[config.mk]
export PLATFORM = sky130hd
export DESIGN_NAME = gcd_operand_loader_flat
export DESIGN_NICKNAME = d
export VERILOG_FILES = /design/src/rtl/gcd_operand_loader_if.sv /design/src/rtl/gcd_operand_loader.sv /design/src/flat_wrapper.sv
export SDC_FILE = /design/constraint.sdc
export NUM_CORES = 1
export LEC_CHECK = 0
export ABC_AREA = 1
export BUFFER_PORTS_ARGS = -buffer_cell sky130_fd_sc_hd__buf_2
export CELL_PAD_IN_SITES_DETAIL_PLACEMENT = 1
export CELL_PAD_IN_SITES_GLOBAL_PLACEMENT = 2
export CORE_ASPECT_RATIO = 1.1
export CORE_UTILIZATION = 29
export CTS_CLUSTER_SIZE = 40
export DETAILED_ROUTE_END_ITERATION = 8
export PLACE_DENSITY_LB_ADDON = 0.1
export SETUP_SLACK_MARGIN = 0.3
export SLEW_MARGIN = 20
export SYNTH_ARGS = -nofsm -noshare
export SYNTH_HDL_FRONTEND = slang
export SYNTH_SLANG_ARGS = --single-unit
[constraint.sdc]
create_clock -name CLOCK_125_p -period 1.6 [get_ports CLOCK_125_p]
set_clock_uncertainty 0.1 [all_clocks]
set_input_delay 0.16 -clock CLOCK_125_p [delete_from_list [all_inputs] [get_ports CLOCK_125_p]]
set_output_delay 0.16 -clock CLOCK_125_p [all_outputs]
set_load 0.02 [all_outputs]
[src/rtl/gcd_operand_loader_if.sv]
// Board-side and core-side signals of the GCD operand loader, bundled for one port.
// master = loader (drives operands, start, result), slave = board/core environment.
interface gcd_operand_loader_if #(
    parameter int WIDTH = 8
);
    // Core handshake: core_start is a one-cycle request; core_done is a one-cycle
    // completion carrying core_result, honoured only while busy is high.
    logic [WIDTH-1:0] sw;
    logic             key_load_n;
    logic             core_done;
    logic [WIDTH-1:0] core_result;
    logic [WIDTH-1:0] op_a;
    logic [WIDTH-1:0] op_b;
    logic             core_start;
    logic             busy;
    logic [WIDTH-1:0] result;
    logic             result_valid;
    logic [1:0]       stage;

    modport master (
        input  sw, key_load_n, core_done, core_result,
        output op_a, op_b, core_start, busy, result, result_valid, stage
    );

    modport slave (
        output sw, key_load_n, core_done, core_result,
        input  op_a, op_b, core_start, busy, result, result_valid, stage
    );
endinterface

[src/rtl/gcd_operand_loader.sv]
// Debounces the load key, captures operands A then B, starts the GCD core and
// holds its result until the next press begins a new computation.
module gcd_operand_loader #(
    parameter int WIDTH           = 8,
    parameter int DEBOUNCE_CYCLES = 3
) (
    input  logic                  CLOCK_125_p,
    input  logic                  rst_n,
    gcd_operand_loader_if.master  bus,
    output logic [2:0]            dbg_state_o
);
    localparam int CW = (DEBOUNCE_CYCLES > 1) ? $clog2(DEBOUNCE_CYCLES) : 1;
    localparam logic [CW-1:0] CNT_MAX = CW'(DEBOUNCE_CYCLES - 1);

    typedef enum logic [2:0] {
        IDLE_A = 3'd0,
        WAIT_B = 3'd1,
        START  = 3'd2,
        BUSY   = 3'd3,
        SHOW   = 3'd4
    } state_t;

    state_t           state_q, state_d;
    logic             sync1_q, sync2_q;
    logic             level_q;
    logic [CW-1:0]    cnt_q;
    logic             press_q;
    logic [WIDTH-1:0] op_a_q, op_a_d;
    logic [WIDTH-1:0] op_b_q, op_b_d;
    logic [WIDTH-1:0] result_q, result_d;
    logic             valid_q, valid_d;
    logic             start_q, start_d;
    logic             busy_q, busy_d;
    logic [1:0]       stage_q, stage_d;

    // The counter only runs while the synchronized key disagrees with the
    // debounced level, so any agreeing sample restarts the stability window.
    always_ff @(posedge CLOCK_125_p or negedge rst_n) begin
        if (!rst_n) begin
            sync1_q <= 1'b0;
            sync2_q <= 1'b0;
            level_q <= 1'b1;
            cnt_q   <= '0;
            press_q <= 1'b0;
        end else begin
            sync1_q <= bus.key_load_n;
            sync2_q <= sync1_q;
            press_q <= 1'b0;
            if (sync2_q == level_q) begin
                cnt_q <= '0;
            end else if (cnt_q == CNT_MAX) begin
                cnt_q   <= '0;
                level_q <= sync2_q;
                press_q <= ~sync2_q;
            end else begin
                cnt_q <= cnt_q + 1'b1;
            end
        end
    end

    always_ff @(posedge CLOCK_125_p or negedge rst_n) begin
        if (!rst_n) begin
            state_q  <= IDLE_A;
            op_a_q   <= '0;
            op_b_q   <= '0;
            result_q <= '0;
            valid_q  <= 1'b0;
            start_q  <= 1'b0;
            busy_q   <= 1'b0;
            stage_q  <= 2'd0;
        end else begin
            state_q  <= state_d;
            op_a_q   <= op_a_d;
            op_b_q   <= op_b_d;
            result_q <= result_d;
            valid_q  <= valid_d;
            start_q  <= start_d;
            busy_q   <= busy_d;
            stage_q  <= stage_d;
        end
    end

    always_comb begin
        state_d  = state_q;
        op_a_d   = op_a_q;
        op_b_d   = op_b_q;
        result_d = result_q;
        valid_d  = valid_q;
        case (state_q)
            IDLE_A: begin
                if (press_q) begin
                    op_a_d  = bus.sw;
                    state_d = WAIT_B;
                end
            end
            WAIT_B: begin
                if (press_q) begin
                    op_b_d  = bus.sw;
                    state_d = START;
                end
            end
            START: state_d = BUSY;
            BUSY: begin
                if (bus.core_done) begin
                    result_d = bus.core_result;
                    valid_d  = 1'b1;
                    state_d  = SHOW;
                end
            end
            SHOW: begin
                if (press_q) begin
                    op_a_d  = bus.sw;
                    valid_d = 1'b0;
                    state_d = WAIT_B;
                end
            end
            default: state_d = IDLE_A;
        endcase

        // Status outputs are decoded from the next state so they register in
        // step with the state they describe.
        start_d = (state_d == START);
        busy_d  = (state_d == START) || (state_d == BUSY);
        case (state_d)
            IDLE_A:  stage_d = 2'd0;
            WAIT_B:  stage_d = 2'd1;
            SHOW:    stage_d = 2'd3;
            default: stage_d = 2'd2;
        endcase
    end

    assign bus.op_a         = op_a_q;
    assign bus.op_b         = op_b_q;
    assign bus.core_start   = start_q;
    assign bus.busy         = busy_q;
    assign bus.result       = result_q;
    assign bus.result_valid = valid_q;
    assign bus.stage        = stage_q;
    assign dbg_state_o      = state_q;
endmodule
[src/flat_wrapper.sv]
// flat-port wrapper written by rule: the top's interface ports become plain ports
module gcd_operand_loader_flat 
#(
    parameter int WIDTH           = 8,
    parameter int DEBOUNCE_CYCLES = 3
)
  (CLOCK_125_p, rst_n, dbg_state_o, bus_sw, bus_key_load_n, bus_core_done, bus_core_result, bus_op_a, bus_op_b, bus_core_start, bus_busy, bus_result, bus_result_valid, bus_stage);
  gcd_operand_loader_if #(.WIDTH(WIDTH)) bus_i ();
  input  logic CLOCK_125_p;
  input  logic rst_n;
  output logic [2:0] dbg_state_o;
  input wire logic [$bits(bus_i.sw)-1:0] bus_sw;
  input wire logic [$bits(bus_i.key_load_n)-1:0] bus_key_load_n;
  input wire logic [$bits(bus_i.core_done)-1:0] bus_core_done;
  input wire logic [$bits(bus_i.core_result)-1:0] bus_core_result;
  output wire logic [$bits(bus_i.op_a)-1:0] bus_op_a;
  output wire logic [$bits(bus_i.op_b)-1:0] bus_op_b;
  output wire logic [$bits(bus_i.core_start)-1:0] bus_core_start;
  output wire logic [$bits(bus_i.busy)-1:0] bus_busy;
  output wire logic [$bits(bus_i.result)-1:0] bus_result;
  output wire logic [$bits(bus_i.result_valid)-1:0] bus_result_valid;
  output wire logic [$bits(bus_i.stage)-1:0] bus_stage;
  assign bus_i.sw = bus_sw;
  assign bus_i.key_load_n = bus_key_load_n;
  assign bus_i.core_done = bus_core_done;
  assign bus_i.core_result = bus_core_result;
  assign bus_op_a = bus_i.op_a;
  assign bus_op_b = bus_i.op_b;
  assign bus_core_start = bus_i.core_start;
  assign bus_busy = bus_i.busy;
  assign bus_result = bus_i.result;
  assign bus_result_valid = bus_i.result_valid;
  assign bus_stage = bus_i.stage;
  gcd_operand_loader #(.WIDTH(WIDTH), .DEBOUNCE_CYCLES(DEBOUNCE_CYCLES)) u_core (.CLOCK_125_p(CLOCK_125_p), .rst_n(rst_n), .bus(bus_i), .dbg_state_o(dbg_state_o));
endmodule
# Word level (Yosys, flattened, before mapping)
# Index checks and enable logic that the tools add are counted.
[op_classes]
add_sub_neg = 1
n_eq_ne = 12
mux = 12
bitwise = 2
n_reduce_logical = 10
[ops]
columns = ["operator", "n"]
rows = [
  ["3-bit by 2-bit == test with 1-bit output (second input constant)", 4],
  ["3-bit one-hot mux with 4 select lines", 1],
  ["3-bit 2-to-1 mux", 3],
  ["2-bit AND reduction", 4],
  ["3-bit by 1-bit == test with 1-bit output (second input constant)", 2],
  ["3-bit == test (second input constant)", 2],
  ["3-bit logical NOT", 2],
  ["2-bit one-hot mux with 3 select lines", 1],
  ["1-bit 2-to-1 mux", 4],
  ["2-bit 2-to-1 mux", 2],
  ["3-bit AND reduction", 1],
  ["2-bit by 1-bit adder with 2-bit output (second input constant)", 1],
  ["2-bit == test (second input constant)", 1],
  ["2-bit by 1-bit != test with 1-bit output (second input constant)", 1],
  ["2-bit != test (second input constant)", 1],
  ["1-bit inverter", 2],
  ["1-bit one-hot mux with 2 select lines", 1],
  ["2-bit nonzero test", 1],
  ["2-bit OR reduction", 1],
  ["1-bit == test", 1],
  ["1-bit logical OR", 1],
]
[word_totals]
register_bits = 38
in_bits = 20
word_cells = 50

# Longest topological paths before layout
[logic_depth]
ltp_word = 5
depth_mapped = 6

# Least setup slack after synthesis
# Ideal clock, no wire load.
[synth_timing]
path_type = "flip-flop to flip-flop"
start = "reg u_core.state_q[1], in the netlist u_core.dbg_state_o[1]"
end = "reg u_core.op_a_q[4], in the netlist u_core.bus.op_a[4]"
arrival_ns = 1.055
required_time_ns = 1.382
slack_ns = 0.327
path_stages_with_launch = 6
path_cell_list = "dfrtp_1 nor2_1 nand2_2 buf_6 nand2_1 o21ai_2"
[synth_between]
elab_chain_len = 3
[synth_rtl]
columns = ["item", "line_no", "rtl"]
rows = [
  ["start: declaration", "gcd_operand_loader.sv:23", "state_t state_q, state_d;"],
  ["start signal: assignment", "gcd_operand_loader.sv:72", "state_q <= state_d;"],
  ["3-bit == test or 3-bit logical NOT (tied branches)", "gcd_operand_loader.sv:89", "case (state_q)"],
  ["2-bit OR reduction (no source line) (*)", "n/a", ""],
  ["2-bit AND reduction (no source line) (*)", "n/a", ""],
  ["end signal: assignment", "gcd_operand_loader.sv:73", "op_a_q <= op_a_d;"],
  ["end: declaration", "gcd_operand_loader.sv:28", "logic [WIDTH-1:0] op_a_q, op_a_d;"],
]
# Every way passes the cells marked *; elsewhere a longest branch is shown, timed or not.
# A chain may end at the register's enable or synchronous reset.

# Worst setup path in the final report
[layout_timing]
start = "reg u_core.state_q[2], in the netlist u_core.dbg_state_o[2]"
end = "reg u_core.result_q[3], in the netlist u_core.bus.result[3]"
[layout_between]
elab_chain_len = 2
[layout_rtl]
columns = ["item", "line_no", "rtl"]
rows = [
  ["3-bit by 2-bit == test with 1-bit output", "gcd_operand_loader.sv:89", ""],
  ["2-bit AND reduction (no source line)", "n/a", ""],
  ["end signal: assignment", "gcd_operand_loader.sv:75", "result_q <= result_d;"],
  ["end: declaration", "gcd_operand_loader.sv:30", "logic [WIDTH-1:0] result_q, result_d;"],
]
# No other way between the ends.

==> flow_summary.yaml <==
worst_setup_path:
  slowest_stage: "dfrtp_2"
  path_cells: "inv_1 -> nand2_1 -> nor2_4 -> buf_4 -> nand2_1 -> nand2_1"
  crit_family: "flip-flops"
  crit_cells: 6
  cp-start-kind: "flop"
  path_buf_inv: 2
  rr_startpoint: "u_core.dbg_state_o[2]"
  crit_path_max_incr_delay_ns: 0.44
  crit_arrival_ns: 1.34
  critPathMaxFanout: 5
  r2r-end: "u_core.bus.result[3]"
  crit_top_cell: "nand2_1"
  critical_path_class: "flop to flop"
  cp_data_required_time_ns: 1.73
  rrSetupSlack_ns: 0.39
  reg2reg_depth: 6
  critPathCaptureType: "flop"
placement:
  pre_cts_ws_ns: 0.2541
  dp.final_hpwl_mm: 2.449
  dp_cells: 251
  portBuffers: 51
  gp_congestion: 0.7256
power:
  p_per_area_mw_per_mm2: 1877
  ir_drop_mv: 0.6357
  finalPower_w: 0.003892
  p_leak_nw: 1.137
sta:
  setup_ws_ns: 0.3887
  hold_ws_ns: 0.04597
  setup_tns_ns: 0
  post-route-period-util_pct: 75.71
  setup_violations: 0
  hold_viol: 0
  layout_min_cycle_time_ns: 1.211
  relSlewSlack_pct: 68.57
  rsz0062_at_grt: "true"
  max_freq_mhz: 825.6
  slew_violations: 0
  tightest_slew_ns: 0.4714
floorplanning:
  rows: 26
  die_y_um: 77.09
  dieArea_mm2: 0.005416
  core_area_mm2: 0.004782
  die_w_um: 70.26
  initial_core_util_pct: 31.08
  pin_count: 52
synthesis:
  synth_area_leader_cell: "dfrtp_1"
  yosysUniqueCellTypes: 16
  syn_area_per_cell_um2: 10.32
  synth_top_cell_area_share_pct: 62.29
  ys_seq_area_share_pct: 64.06
  synth_nets: 164
  netlist_instances: 144
  synth_area_mm2: 0.001486
  synth.ff_latch_count: 38
  yosysWarnings: 0
  synth_area_leaders: "dfrtp_1 (62%), nand2_1 (13%), o21ai_2 (9.4%)"
route:
  drt_first_pass_iters: 4
  via_count: 1187
  wl_per_cell_um: 12.72
  wl_mm: 3.472
  drc_errors: 0
  avgViaCountPerCell: 4.348
  antenna_left: 0
  dr.first_iter.drc_count: 40
clock_network:
  cts_sinks: 38
  clkTransAtPathRegs_ns: 0.07
  cts_tree: "yes"
  cts_made_buffers: 5
  clockRootBuffer: "clkbuf_8"
  cts_htree_levels: 2
  clock_latency_ns: 0.29
  clk_path_buf_depth: 2
finish:
  seq_area_um2: 954.7
  final_common_cell: "nand2_1"
  fillCellCount: 560
  syn_to_final_growth_pct: 39.48
  multi_input_area_um2: 445.4
  antenna_cells: 0
  drive_gt1_share_pct: 42.40
  nNetsFinal: 236
  mostFrequentLayoutCells: "nand2_1 (52), buf_2 (51), dfrtp_1 (35), inv_1 (18), o21ai_2 (16)"
  fin_cells: 273
global_routing:
  antenna_found_initial: 0
  grt_max_degree: 21
  grt_pass1_vias: 1244
  grt_use_total_pct: 14.47
  grt_pass1_wl_mm: 5.961
  grt.overflow.total: 0
hold_path:
  hold_depth: 3
  min_to: "u_core.bus.op_b[4]"
  min_path_type: "input pin to flop"
  hold_start: "bus_sw[4]"
outcome:
  status: "finished, final reports clean"
flow_run:
  cap_violations: 0
[how the worst max path moves through the flow]
| stage | startpoint | slack (ns) | to |
|---|---|---|---|
| after floorplan | u_core.dbg_state_o[1] | 0.33 | u_core.bus.op_a[4] |
| after global placement | u_core.dbg_state_o[2] | 0.31 | u_core.bus.result[0] |
| after detailed placement | u_core.dbg_state_o[0] | 0.25 | u_core.bus.op_a[5] |
| after CTS | u_core.dbg_state_o[0] | 0.32 | u_core.bus.op_a[5] |
| after global routing | u_core.dbg_state_o[2] | 0.29 | u_core.bus.result[0] |
| final | u_core.dbg_state_o[2] | 0.39 | u_core.bus.result[3] |
[worst register-to-register path, stage by stage (launching register included)]
cell and delay (ns):
dfrtp_2 0.44, inv_1 0.08, nand2_1 0.08, nor2_4 0.19, buf_4 0.16, nand2_1 0.05
nand2_1 0.06
[cells in the mapped netlist]
cell      n
a31oi_1   1
buf_6     2
dfrtp_1  37
dfstp_2   1
inv_1    18
inv_4     1
nand2_1  52
nand2_2   2
nand3_1   3
nand3_2   1
nor2_1    3
nor2_2    2
nor2_4    1
nor3_1    3
o21ai_2  16
xnor2_1   1
[flip-flops by register name, indices dropped and copies added, names as in the netlist]
register                 flops
u_core.bus.core_start        1
u_core.level_q               1
u_core.bus.op_b              8
u_core.sync1_q               1
u_core.bus.result_valid      1
u_core.press_q               1
u_core.bus.op_a              8
u_core.bus.result            8
u_core.sync2_q               1
u_core.bus.stage             2
u_core.dbg_state_o           3
u_core.bus.busy              1
u_core.cnt_q                 2
[per-stage QoR]
step / utilization, % / instance area, um2
5_1_grt: 43.35 / 2073
6_report: 43.35 / 2073
4_1_cts: 43.09 / 2061
3_3_place_gp: 37.99 / 1817
2_1_floorplan: - / 1486
3_5_place_dp: 37.99 / 1817
[layer usage]
metal  global-route usage, %  share of wire (%)  vias up
met2                   22.76                 50       32
li1                        -                  -      584
met3                   5.125                5.3        7
met5                       0                  0        -
met1                   17.38                 42      564
met4                   7.200                2.1        0
[area by class of cell]
| cell class | count | area share (%) |
|---|---|---|
| Timing Repair Buffer | 67 | 20.28 |
| Clock buffer | 5 | 3.319 |
| Clock inverter | 3 | 1.931 |
| Sequential cell | 38 | 46.05 |
| Tap cell | 56 | 3.380 |
| Inverter | 19 | 3.561 |
| Multi-Input combinational cell | 85 | 21.48 |
[where the power goes]
part	total [W]	switching (W)	leakage, nW	internal (W)
logic	0.00150	0.000954	0.634	0.000543
registers	0.00159	0.000243	0.446	0.00135
clock network	0.000800	0.000342	0.0579	0.000459
[kinds of logic (layout without fill, tap and decap cells)]
kind of cell,Yosys count,after routing,synth area share (%)
DFF,38,38,64.06
and+or+nand+nor,67,67,19.02
xor gates and xnor gates,1,1,0.5893
buffers and inverters,21,94,6.481
AOI/OAI and AO/OA,17,17,9.848
[what timing repair did]
action / 4_1_cts / 5_1_grt
hold endpoints to repair: 27 / 0
hold buffers: 10 / 0
resized for setup: 1 / 5
pin swaps: 1 / 1
setup buffers: 4 / 0
cloned: 0 / 0
endpoints found under the setup margin: 18 / 27
No activity file was read; power rests on OpenSTA's default activity.
